===== src/rtl/vector_accumulator_unit.sv =====
// Per-chain element-wise vector accumulator with saturating unsigned adds.
// Chains whose accumulate-enable is clear pass vectors through with the same one-cycle latency.
module vector_accumulator_unit #(
    parameter int N = 8,
    parameter int DATA_WIDTH = 32,
    parameter int MAX_CHAINS = 4,
    parameter logic [7:0] PERSONAL_CONFIG_ID = 8'd0,
    parameter logic [MAX_CHAINS-1:0] INITIAL_FIRMWARE_ACC_EN = '0
) (
    input  logic                          clk,
    input  logic                          reset,
    input  logic                          tracing,
    input  logic                          valid_in,
    input  logic                          eof_in,
    input  logic [$clog2(MAX_CHAINS)-1:0] chainId_in,
    input  logic [7:0]                    configId,
    input  logic [7:0]                    configData,
    input  logic [N*DATA_WIDTH-1:0]       vector_in,
    output logic [N*DATA_WIDTH-1:0]       vector_out,
    output logic [$clog2(MAX_CHAINS)-1:0] chainId_out,
    output logic                          valid_out,
    output logic                          eof_out
);
    localparam int CW = $clog2(MAX_CHAINS);
    localparam int VW = N * DATA_WIDTH;

    function automatic logic [DATA_WIDTH-1:0] sat_add(input logic [DATA_WIDTH-1:0] a,
                                                      input logic [DATA_WIDTH-1:0] b);
        logic [DATA_WIDTH:0] full;
        full = {1'b0, a} + {1'b0, b};
        if (full[DATA_WIDTH]) begin
            sat_add = {DATA_WIDTH{1'b1}};
        end else begin
            sat_add = full[DATA_WIDTH-1:0];
        end
    endfunction

    logic [VW-1:0]         acc_r [MAX_CHAINS];
    logic [MAX_CHAINS-1:0] acc_en_r;
    logic [VW-1:0]         cur_acc_s;
    logic [VW-1:0]         sum_s;
    logic                  accept_s;
    logic                  cfg_hit_s;
    logic [CW-1:0]         cfg_chain_s;
    logic                  cfg_unused_s;

    assign accept_s     = valid_in & tracing;
    assign cfg_hit_s    = (configId == PERSONAL_CONFIG_ID);
    assign cfg_chain_s  = configData[CW-1:0];
    assign cfg_unused_s = ^configData[6:CW];
    assign cur_acc_s    = acc_r[chainId_in];

    // Saturating element-wise sum of the selected chain's accumulator and the incoming vector.
    always_comb begin
        sum_s = {VW{1'b0}};
        for (int k = 0; k < N; k++) begin
            sum_s[k*DATA_WIDTH +: DATA_WIDTH] = sat_add(cur_acc_s[k*DATA_WIDTH +: DATA_WIDTH],
                                                        vector_in[k*DATA_WIDTH +: DATA_WIDTH]);
        end
    end

    // Accumulator state, output register and configuration; a config write lands after the
    // input update so it wins on the targeted accumulator.
    always_ff @(posedge clk) begin
        if (reset) begin
            for (int i = 0; i < MAX_CHAINS; i++) begin
                acc_r[i] <= {VW{1'b0}};
            end
            acc_en_r    <= INITIAL_FIRMWARE_ACC_EN;
            vector_out  <= {VW{1'b0}};
            chainId_out <= {CW{1'b0}};
            valid_out   <= 1'b0;
            eof_out     <= 1'b0;
        end else begin
            valid_out <= 1'b0;
            eof_out   <= 1'b0;
            if (accept_s) begin
                if (acc_en_r[chainId_in]) begin
                    if (eof_in) begin
                        vector_out          <= sum_s;
                        chainId_out         <= chainId_in;
                        valid_out           <= 1'b1;
                        eof_out             <= 1'b1;
                        acc_r[chainId_in]   <= {VW{1'b0}};
                    end else begin
                        acc_r[chainId_in]   <= sum_s;
                    end
                end else begin
                    vector_out  <= vector_in;
                    chainId_out <= chainId_in;
                    valid_out   <= 1'b1;
                    eof_out     <= eof_in;
                end
            end
            if (cfg_hit_s) begin
                acc_en_r[cfg_chain_s] <= configData[7];
                acc_r[cfg_chain_s]    <= {VW{1'b0}};
            end
        end
    end
endmodule


===== config.mk =====
export PLATFORM = sky130hd
export DESIGN_NAME = vector_accumulator_unit
export DESIGN_NICKNAME = d
export VERILOG_FILES = /design/src/rtl/vector_accumulator_unit.sv
export SDC_FILE = /design/constraint.sdc
export NUM_CORES = 2
export LEC_CHECK = 0
export CORE_MARGIN = 2
export CORE_UTILIZATION = 50
export CTS_CLUSTER_DIAMETER = 60
export CTS_CLUSTER_SIZE = 28
export DETAILED_ROUTE_END_ITERATION = 12
export GPL_TIMING_DRIVEN = 0
export HOLD_SLACK_MARGIN = 0.1
export PLACE_DENSITY = 0.71
export SLEW_MARGIN = 5
export SYNTH_ARGS = -nofsm -noshare
export SYNTH_HDL_FRONTEND = slang
export SYNTH_SLANG_ARGS = --single-unit

===== constraint.sdc =====
create_clock -name clk -period 7.1 [get_ports clk]
set_input_delay 1.065 -clock clk [delete_from_list [all_inputs] [get_ports clk]]
set_output_delay 1.065 -clock clk [all_outputs]
set_load 0.05 [all_outputs]

== Yosys cells after proc, flatten, opt, wreduce, memory -nomap -nowiden ==
Memories as Yosys holds them, arrays and structs flattened.
Cells that the tools add are included.

* Register bits after elaboration: 264
* Memory bits (writable): 1024
* Bits of input ports: 279
* Word-level logic and storage cells: 68
* Memories kept: 1

{| class="wikitable"
|+ Memories
! name !! depth !! width !! read ports !! clocked after memory_dff !! wr ports !! RTL line !! RTL
|-
| acc_r || 4 || 256 || 1 || 0 || 4 || 38 || <nowiki>logic [VW-1:0] acc_r [MAX_CHAINS];</nowiki>
|}

* Add/sub/neg operators: 8
* Magnitude comparators: 3
* Eq/ne operators: 1
* Mux-type cells: 41
* Bitwise operators: 3
* Reductions and logical operators: 6

{| class="wikitable"
|+ Operators by type and width
! kind !! number
|-
| $mux 256 || 5
|-
| $reduce_or 256->1 || 2
|-
| $add 32x32->33 || 8
|-
| $mux 32 || 8
|-
| $mux 1 || 21
|-
| $logic_not 8->1 || 1
|-
| $mux 2 || 4
|-
| $lt 2x3->1 const B || 2
|-
| $bwmux 4 || 1
|-
| $bmux 1 s2 || 1
|-
| $demux 1 s2 || 1
|-
| $ge 2x1->1 const B || 1
|-
| $ne 2x2->1 const B || 1
|-
| $reduce_and 2->1 || 1
|-
| $reduce_or 2->1 || 1
|-
| $and 1x1->1 || 1
|-
| $logic_and 1x1->1 || 1
|-
| $not 1->1 || 1
|-
| $or 1x1->1 || 1
|}

== Depth between registers and ports, before layout ==
* Depth after elaboration: 9
* Mapped depth: 18

== Worst setup path after synthesis ==
Ideal clock, no wire load.

* Kind: input -> register
* From: in chainId_in[0]
* To: reg vector_out[215]
* Setup time: 0.152 ns
* Arrival: 5.553 ns
* Required time: 6.948 ns
* Setup slack: 1.396 ns
* Stages on the path: 18
* Buffers on the path: 6
* Cells stage by stage: buf_2 -> clkbuf_1 -> clkbuf_1 -> buf_1 -> mux4_2 -> ha_1 -> fa_1 -> a21oi_1 -> o21ai_0 -> o211a_1 -> a211oi_1 -> or4_1 -> a21oi_2 -> o41a_1 -> buf_4 -> nor2_8 -> buf_6 -> a221oi_2

* Cells in the longest elaborated chain, start to end: 5
* Elaborated cells on any way between the ends: 9

{| class="wikitable"
|+ Ends and longest elaborated chain
! item !! RTL line !! RTL
|-
| start: declaration || 15 || <nowiki>input logic [$clog2(MAX_CHAINS)-1:0] chainId_in,</nowiki>
|-
| $mem_v2 4x256 || - ||
|-
| $add 32x32->33 || 30 || <nowiki>full = {1'b0, a} + {1'b0, b};</nowiki>
|-
| $mux 32 || 31 || <nowiki>if (full[DATA_WIDTH]) begin</nowiki>
|-
| $mux 256 || 79 || <nowiki>if (eof_in) begin</nowiki>
|-
| $mux 256 || 78 || <nowiki>if (acc_en_r[chainId_in]) begin</nowiki>
|-
| end signal: assignment || 70 || <nowiki>vector_out <= {VW{1'b0}};</nowiki>
|-
| end signal: assignment || 80 || <nowiki>vector_out <= sum_s;</nowiki>
|-
| end signal: assignment || 89 || <nowiki>vector_out <= vector_in;</nowiki>
|-
| end: declaration || 19 || <nowiki>output logic [N*DATA_WIDTH-1:0] vector_out,</nowiki>
|}

Several ways; a longest one is shown, not always the timed one. The select of a mux whose other input is x is not followed.
A chain may end at the register's enable or synchronous reset.

==> impl_metrics.xml <==
<?xml version="1.0" encoding="UTF-8"?>
<metrics>
  <group name="clock_network">
    <metric name="root_buffer" unit="">sky130_fd_sc_hd__clkbuf_16</metric>
    <metric name="cts_max_path_buffers" unit="">3</metric>
    <metric name="clkTransAtPathRegs" unit="ns">0.08</metric>
    <metric name="post_cts_hold_buffer_count" unit="">0</metric>
    <metric name="cts_setup_buffers" unit="">0</metric>
    <metric name="cts_tree" unit="">built</metric>
    <metric name="clock_insertion_delay_worst_skew" unit="ns">0.80</metric>
    <metric name="clock_tree.htree_level_count" unit="">3</metric>
    <metric name="sink_count_of_the_clock_tree" unit="">1288</metric>
    <metric name="tritoncts.num_buffers" unit="">111</metric>
  </group>
  <group name="detailed_routing">
    <metric name="ant_nets" unit="">0</metric>
    <metric name="postRouteWirelength" unit="mm">264</metric>
    <metric name="detail_route.wl_per_cell" unit="um">28.6</metric>
    <metric name="route.vias.total" unit="">60300</metric>
    <metric name="routed_via_density" unit="">6.52</metric>
    <metric name="drt_first_pass_iters" unit="">8</metric>
    <metric name="detail_route.iter0.violations" unit="">8142</metric>
    <metric name="drc" unit="">0</metric>
  </group>
  <group name="yosys">
    <metric name="asyncSetResetFlopFracSynth" unit="%">0</metric>
    <metric name="syn_nets" unit="">7380</metric>
    <metric name="postSynthRegisterBits" unit="">1288</metric>
    <metric name="synth.most_common_cell" unit="">sky130_fd_sc_hd__dfxtp_1</metric>
    <metric name="synthesis.area" unit="sq um">62600</metric>
    <metric name="synth_top_flop_cell" unit="">sky130_fd_sc_hd__dfxtp_1</metric>
    <metric name="avgSynthCellArea" unit="sq um">9.16</metric>
    <metric name="post-synth-top-area-cell" unit="">sky130_fd_sc_hd__dfxtp_1</metric>
    <metric name="synth_common_cells" unit="">1288 x sky130_fd_sc_hd__dfxtp_1, 1016 x sky130_fd_sc_hd__nand2_1, 905 x sky130_fd_sc_hd__o21ai_0</metric>
    <metric name="synthDistinctLibCells" unit="">89</metric>
    <metric name="netlist_top_cells_area" unit="">sky130_fd_sc_hd__dfxtp_1 41%, sky130_fd_sc_hd__mux4_2 9.2%, sky130_fd_sc_hd__o21ai_0 7.2%</metric>
    <metric name="synth_cells" unit="">6837</metric>
    <metric name="synth_top_cell_area_share" unit="%">41.2</metric>
    <metric name="synthesis.yosys.warnings" unit="">0</metric>
    <metric name="number_of_enable_type_register_cells_in_the_synthesized_netlist" unit="">0</metric>
    <metric name="yosysSeqAreaShare" unit="%">41.2</metric>
  </group>
  <group name="critical_path">
    <metric name="crit_family" unit="">compound AO/OA/AOI/OAI gates</metric>
    <metric name="worst-setup-path-type" unit="">in -&gt; reg</metric>
    <metric name="cp.required" unit="ns">7.75</metric>
    <metric name="reg2reg_depth" unit="">12</metric>
    <metric name="reg2reg_from" unit="">acc_r[3][0]$_SDFFE_PP0P_</metric>
    <metric name="timing.critical_path.arrival" unit="ns">7.58</metric>
    <metric name="ff2ff_setup_slack" unit="ns">1.75</metric>
    <metric name="critPathLaunchType" unit="">input port</metric>
    <metric name="endpoint_class_of_the_critical_path" unit="">register</metric>
    <metric name="rr_endpoint" unit="">vector_out[15]$_SDFFE_PP0P_</metric>
    <metric name="slowest_delay" unit="ns">0.79</metric>
    <metric name="crit_chain" unit="">buf_2 &gt; clkbuf_1 &gt; clkbuf_1 &gt; clkbuf_2 &gt; mux4_2 &gt; ha_1 &gt; fa_1 &gt; a21oi_1 &gt; o211ai_1 &gt; a221oi_1 &gt; a211o_1 &gt; a211oi_2 &gt; o22ai_2 &gt; buf_2 &gt; nand2_1 &gt; a22oi_1 &gt; nor2_1</metric>
    <metric name="worstPathMaxFanout" unit="">10</metric>
    <metric name="timing.critical_path.buf_inv" unit="">5</metric>
    <metric name="library_cell_contributing_the_largest_single_delay_on_the_critical_path" unit="">sky130_fd_sc_hd__clkbuf_1</metric>
  </group>
  <group name="place">
    <metric name="dpl_worst_slack" unit="ns">-1.03</metric>
    <metric name="hpwl_after_detailed_placement" unit="mm">198</metric>
    <metric name="gpl_wtd_cong" unit="">1.01</metric>
    <metric name="port-buffer-count" unit="">529</metric>
  </group>
  <group name="pwr">
    <metric name="power.leakage" unit="nW">29.1</metric>
    <metric name="report.power.total" unit="W">0.0160</metric>
    <metric name="irDropWorstVdd" unit="mV">0.199</metric>
    <metric name="power.density_cell_area" unit="nW/um^2">215</metric>
  </group>
  <group name="global_routing">
    <metric name="gr-usage-all-layers" unit="%">40.1</metric>
    <metric name="first_global_vias" unit="">56300</metric>
    <metric name="grt_first_pass_wirelength" unit="mm">378</metric>
    <metric name="grt-ovfl-total" unit="">0</metric>
    <metric name="grt_antenna_before_repair" unit="">26</metric>
    <metric name="grt_start_max_net_pins" unit="">28</metric>
  </group>
  <group name="sta">
    <metric name="max_slew_violation_total_from_the_final_report" unit="">43</metric>
    <metric name="postLayoutSetupSlackWorst" unit="ns">0.166</metric>
    <metric name="hold_violations" unit="">0</metric>
    <metric name="timing.final.crit_share" unit="%">97.7</metric>
    <metric name="final-setup-viol-count" unit="">0</metric>
    <metric name="unrepaired_setup_endpoints_after_global_routing" unit="">yes</metric>
    <metric name="slew-limit-headroom" unit="%">-3.10</metric>
    <metric name="worstMarginPinSlew" unit="ns">1.55</metric>
    <metric name="finalClockSkew" unit="ns">0.0544</metric>
    <metric name="max_clock_freq" unit="GHz">0.144</metric>
    <metric name="layout_min_cycle_time" unit="ns">6.93</metric>
  </group>
  <group name="job">
    <metric name="cap_violations" unit="">6</metric>
  </group>
  <group name="run_status">
    <metric name="failing_checks" unit="">max-capacitance violations, max-slew violations</metric>
    <metric name="result_of_the_run" unit="">finished, violations left</metric>
  </group>
  <group name="finish">
    <metric name="area_taken_by_flip_flops_and_latches" unit="sq um">25800</metric>
    <metric name="layout_area_growth_over_synthesis" unit="%">18.6</metric>
    <metric name="fillCellCount" unit="">10900</metric>
    <metric name="finalNetCount" unit="">8028</metric>
    <metric name="multi_input_area" unit="sq um">34700</metric>
    <metric name="drive_gt1_share" unit="%">8.11</metric>
  </group>
  <group name="die">
    <metric name="number_of_top_level_pins" unit="">539</metric>
    <metric name="chipWidth" unit="um">358</metric>
    <metric name="fp-row-count" unit="">129</metric>
    <metric name="core-area" unit="sq um">124000</metric>
    <metric name="die_height" unit="um">358</metric>
    <metric name="starting_utilization_of_the_core_area" unit="%">50.5</metric>
    <metric name="fp.dieArea" unit="sq um">128000</metric>
  </group>
  <group name="min_path">
    <metric name="min-delay-start" unit="">acc_r[3][211]$_SDFFE_PP0P_</metric>
    <metric name="worstHoldPathType" unit="">reg -&gt; reg</metric>
    <metric name="hold_path_depth" unit="">2</metric>
    <metric name="worst_hold_path.endpoint" unit="">acc_r[3][211]$_SDFFE_PP0P_</metric>
  </group>
</metrics>
-- area by class of cell --
class	instances	area share, %
Timing Repair Buffer	535	7.27
Clock buffer	118	3.84
Buffer	492	2.63
Inverter	70	0.354
Multi-Input combinational cell	4987	46.7
Tap cell	1637	2.76
Sequential cell	1288	34.7
Antenna cell	18	0.0606
Clock inverter	94	1.70
-- worst max path at each step --
stage / from / to / depth (start not counted)
final: chainId_in[0] / acc_r[0][241]$_SDFFE_PP0P_ / 17
after global placement: chainId_in[0] / vector_out[93]$_SDFFE_PP0P_ / 16
after floorplan: chainId_in[0] / vector_out[215]$_SDFFE_PP0P_ / 18
after detailed placement: chainId_in[0] / acc_r[1][76]$_SDFFE_PP0P_ / 17
after global routing: chainId_in[1] / acc_r[1][76]$_SDFFE_PP0P_ / 17
after CTS: chainId_in[0] / acc_r[1][76]$_SDFFE_PP0P_ / 17
-- logic make-up after synthesis --
| group | count (synthesis) | share of synthesized area, % |
|---|---|---|
| adder cells (fa/ha/maj) | 264 | 5.37 |
| AO/OA/AOI/OAI | 2333 | 24.4 |
| XOR/XNOR | 208 | 2.91 |
| flip-flops | 1288 | 41.2 |
| multiplexers | 290 | 9.76 |
| buffers and inverters | 562 | 3.48 |
| AND/OR/NAND/NOR | 1892 | 12.9 |
-- through the flow --
stage | std cells | hold slack, ns | TNS [ns] | util (%) | cell area (sq um)
floorplan | 6837 | 0.418 | 0 | - | 62600
global placement | 9003 | 0.428 | -141.31 | 56.5 | 70000
detailed placement | 9008 | 0.437 | -156.13 | 56.6 | 70100
CTS | 9220 | 0.454 | 0 | 59.9 | 74200
global route | 9231 | 0.465 | -0.0151 | 59.9 | 74300
finish | 9239 | 0.451 | 0 | 60.0 | 74300
-- repair_timing --
| item | 4_1_cts | 5_1_grt |
|---|---|---|
| gates resized for setup | 1 | 8 |
| hold endpoints to repair | 0 | 0 |
| setup endpoints to repair | 11 | 158 |
-- metal layers --
metal	vias to the layer above	share of wire, %	wire length, um	GRT usage (%)
met5	-	0.042	111	0
met4	16	6.8	17900	24.5
met3	675	13	35300	11.8
met2	3850	41	109000	56.7
met1	29300	39	103000	53.7
li1	26500	-	-	-
-- worst register-to-register path, cell delays in order, from the launching register on --
cell                       delay (ns)
sky130_fd_sc_hd__dfxtp_1         0.33
sky130_fd_sc_hd__mux4_2          0.47
sky130_fd_sc_hd__ha_1            0.25
sky130_fd_sc_hd__fa_1            0.45
sky130_fd_sc_hd__a21o_1          0.18
sky130_fd_sc_hd__a21oi_1         0.33
sky130_fd_sc_hd__o21ai_1         0.24
sky130_fd_sc_hd__a41oi_2         0.55
sky130_fd_sc_hd__o211ai_1        0.27
sky130_fd_sc_hd__a21oi_1         0.92
sky130_fd_sc_hd__nand2_1         0.42
sky130_fd_sc_hd__mux2i_1         0.64
sky130_fd_sc_hd__o21ai_0         0.14
-- power by group --
part	internal [W]	switching, W
combinational	0.000546	0.00121
sequential	0.00729	0.0000711
clock	0.00333	0.00356
-- flip-flops by register name (all words and copies together) (netlist names) --
| register | count |
|---|---|
| eof_out | 1 |
| acc_en_r | 4 |
| acc_r | 1024 |
| vector_out | 256 |
| valid_out | 1 |
| chainId_out | 2 |
-- cell usage in the layout (no fill, tap or decap), types with 29 or more instances in the layout --
cell and count:
sky130_fd_sc_hd__inv_1 70, sky130_fd_sc_hd__xnor2_1 133, sky130_fd_sc_hd__mux2i_1 29, sky130_fd_sc_hd__o21ai_0 905, sky130_fd_sc_hd__clkdlybuf4s50_1 529, sky130_fd_sc_hd__a22oi_1 87
sky130_fd_sc_hd__o21bai_1 45, sky130_fd_sc_hd__nor3_1 87, sky130_fd_sc_hd__nand3_1 76, sky130_fd_sc_hd__nor2_1 431, sky130_fd_sc_hd__a211oi_1 34, sky130_fd_sc_hd__buf_1 35
sky130_fd_sc_hd__a21o_1 182, sky130_fd_sc_hd__nand2b_1 31, sky130_fd_sc_hd__a21oi_1 333, sky130_fd_sc_hd__xor2_1 75, sky130_fd_sc_hd__dfxtp_1 1288, sky130_fd_sc_hd__a22o_1 350
sky130_fd_sc_hd__ha_1 256, sky130_fd_sc_hd__nand2_1 1016, sky130_fd_sc_hd__clkbuf_16 112, sky130_fd_sc_hd__a221oi_1 60, sky130_fd_sc_hd__and2_1 38, sky130_fd_sc_hd__nand4_1 54
sky130_fd_sc_hd__o21a_1 33, sky130_fd_sc_hd__nor4_1 36, sky130_fd_sc_hd__clkbuf_1 404, sky130_fd_sc_hd__a31oi_1 56, sky130_fd_sc_hd__mux4_2 256
Power figures use the tool's default switching activity.
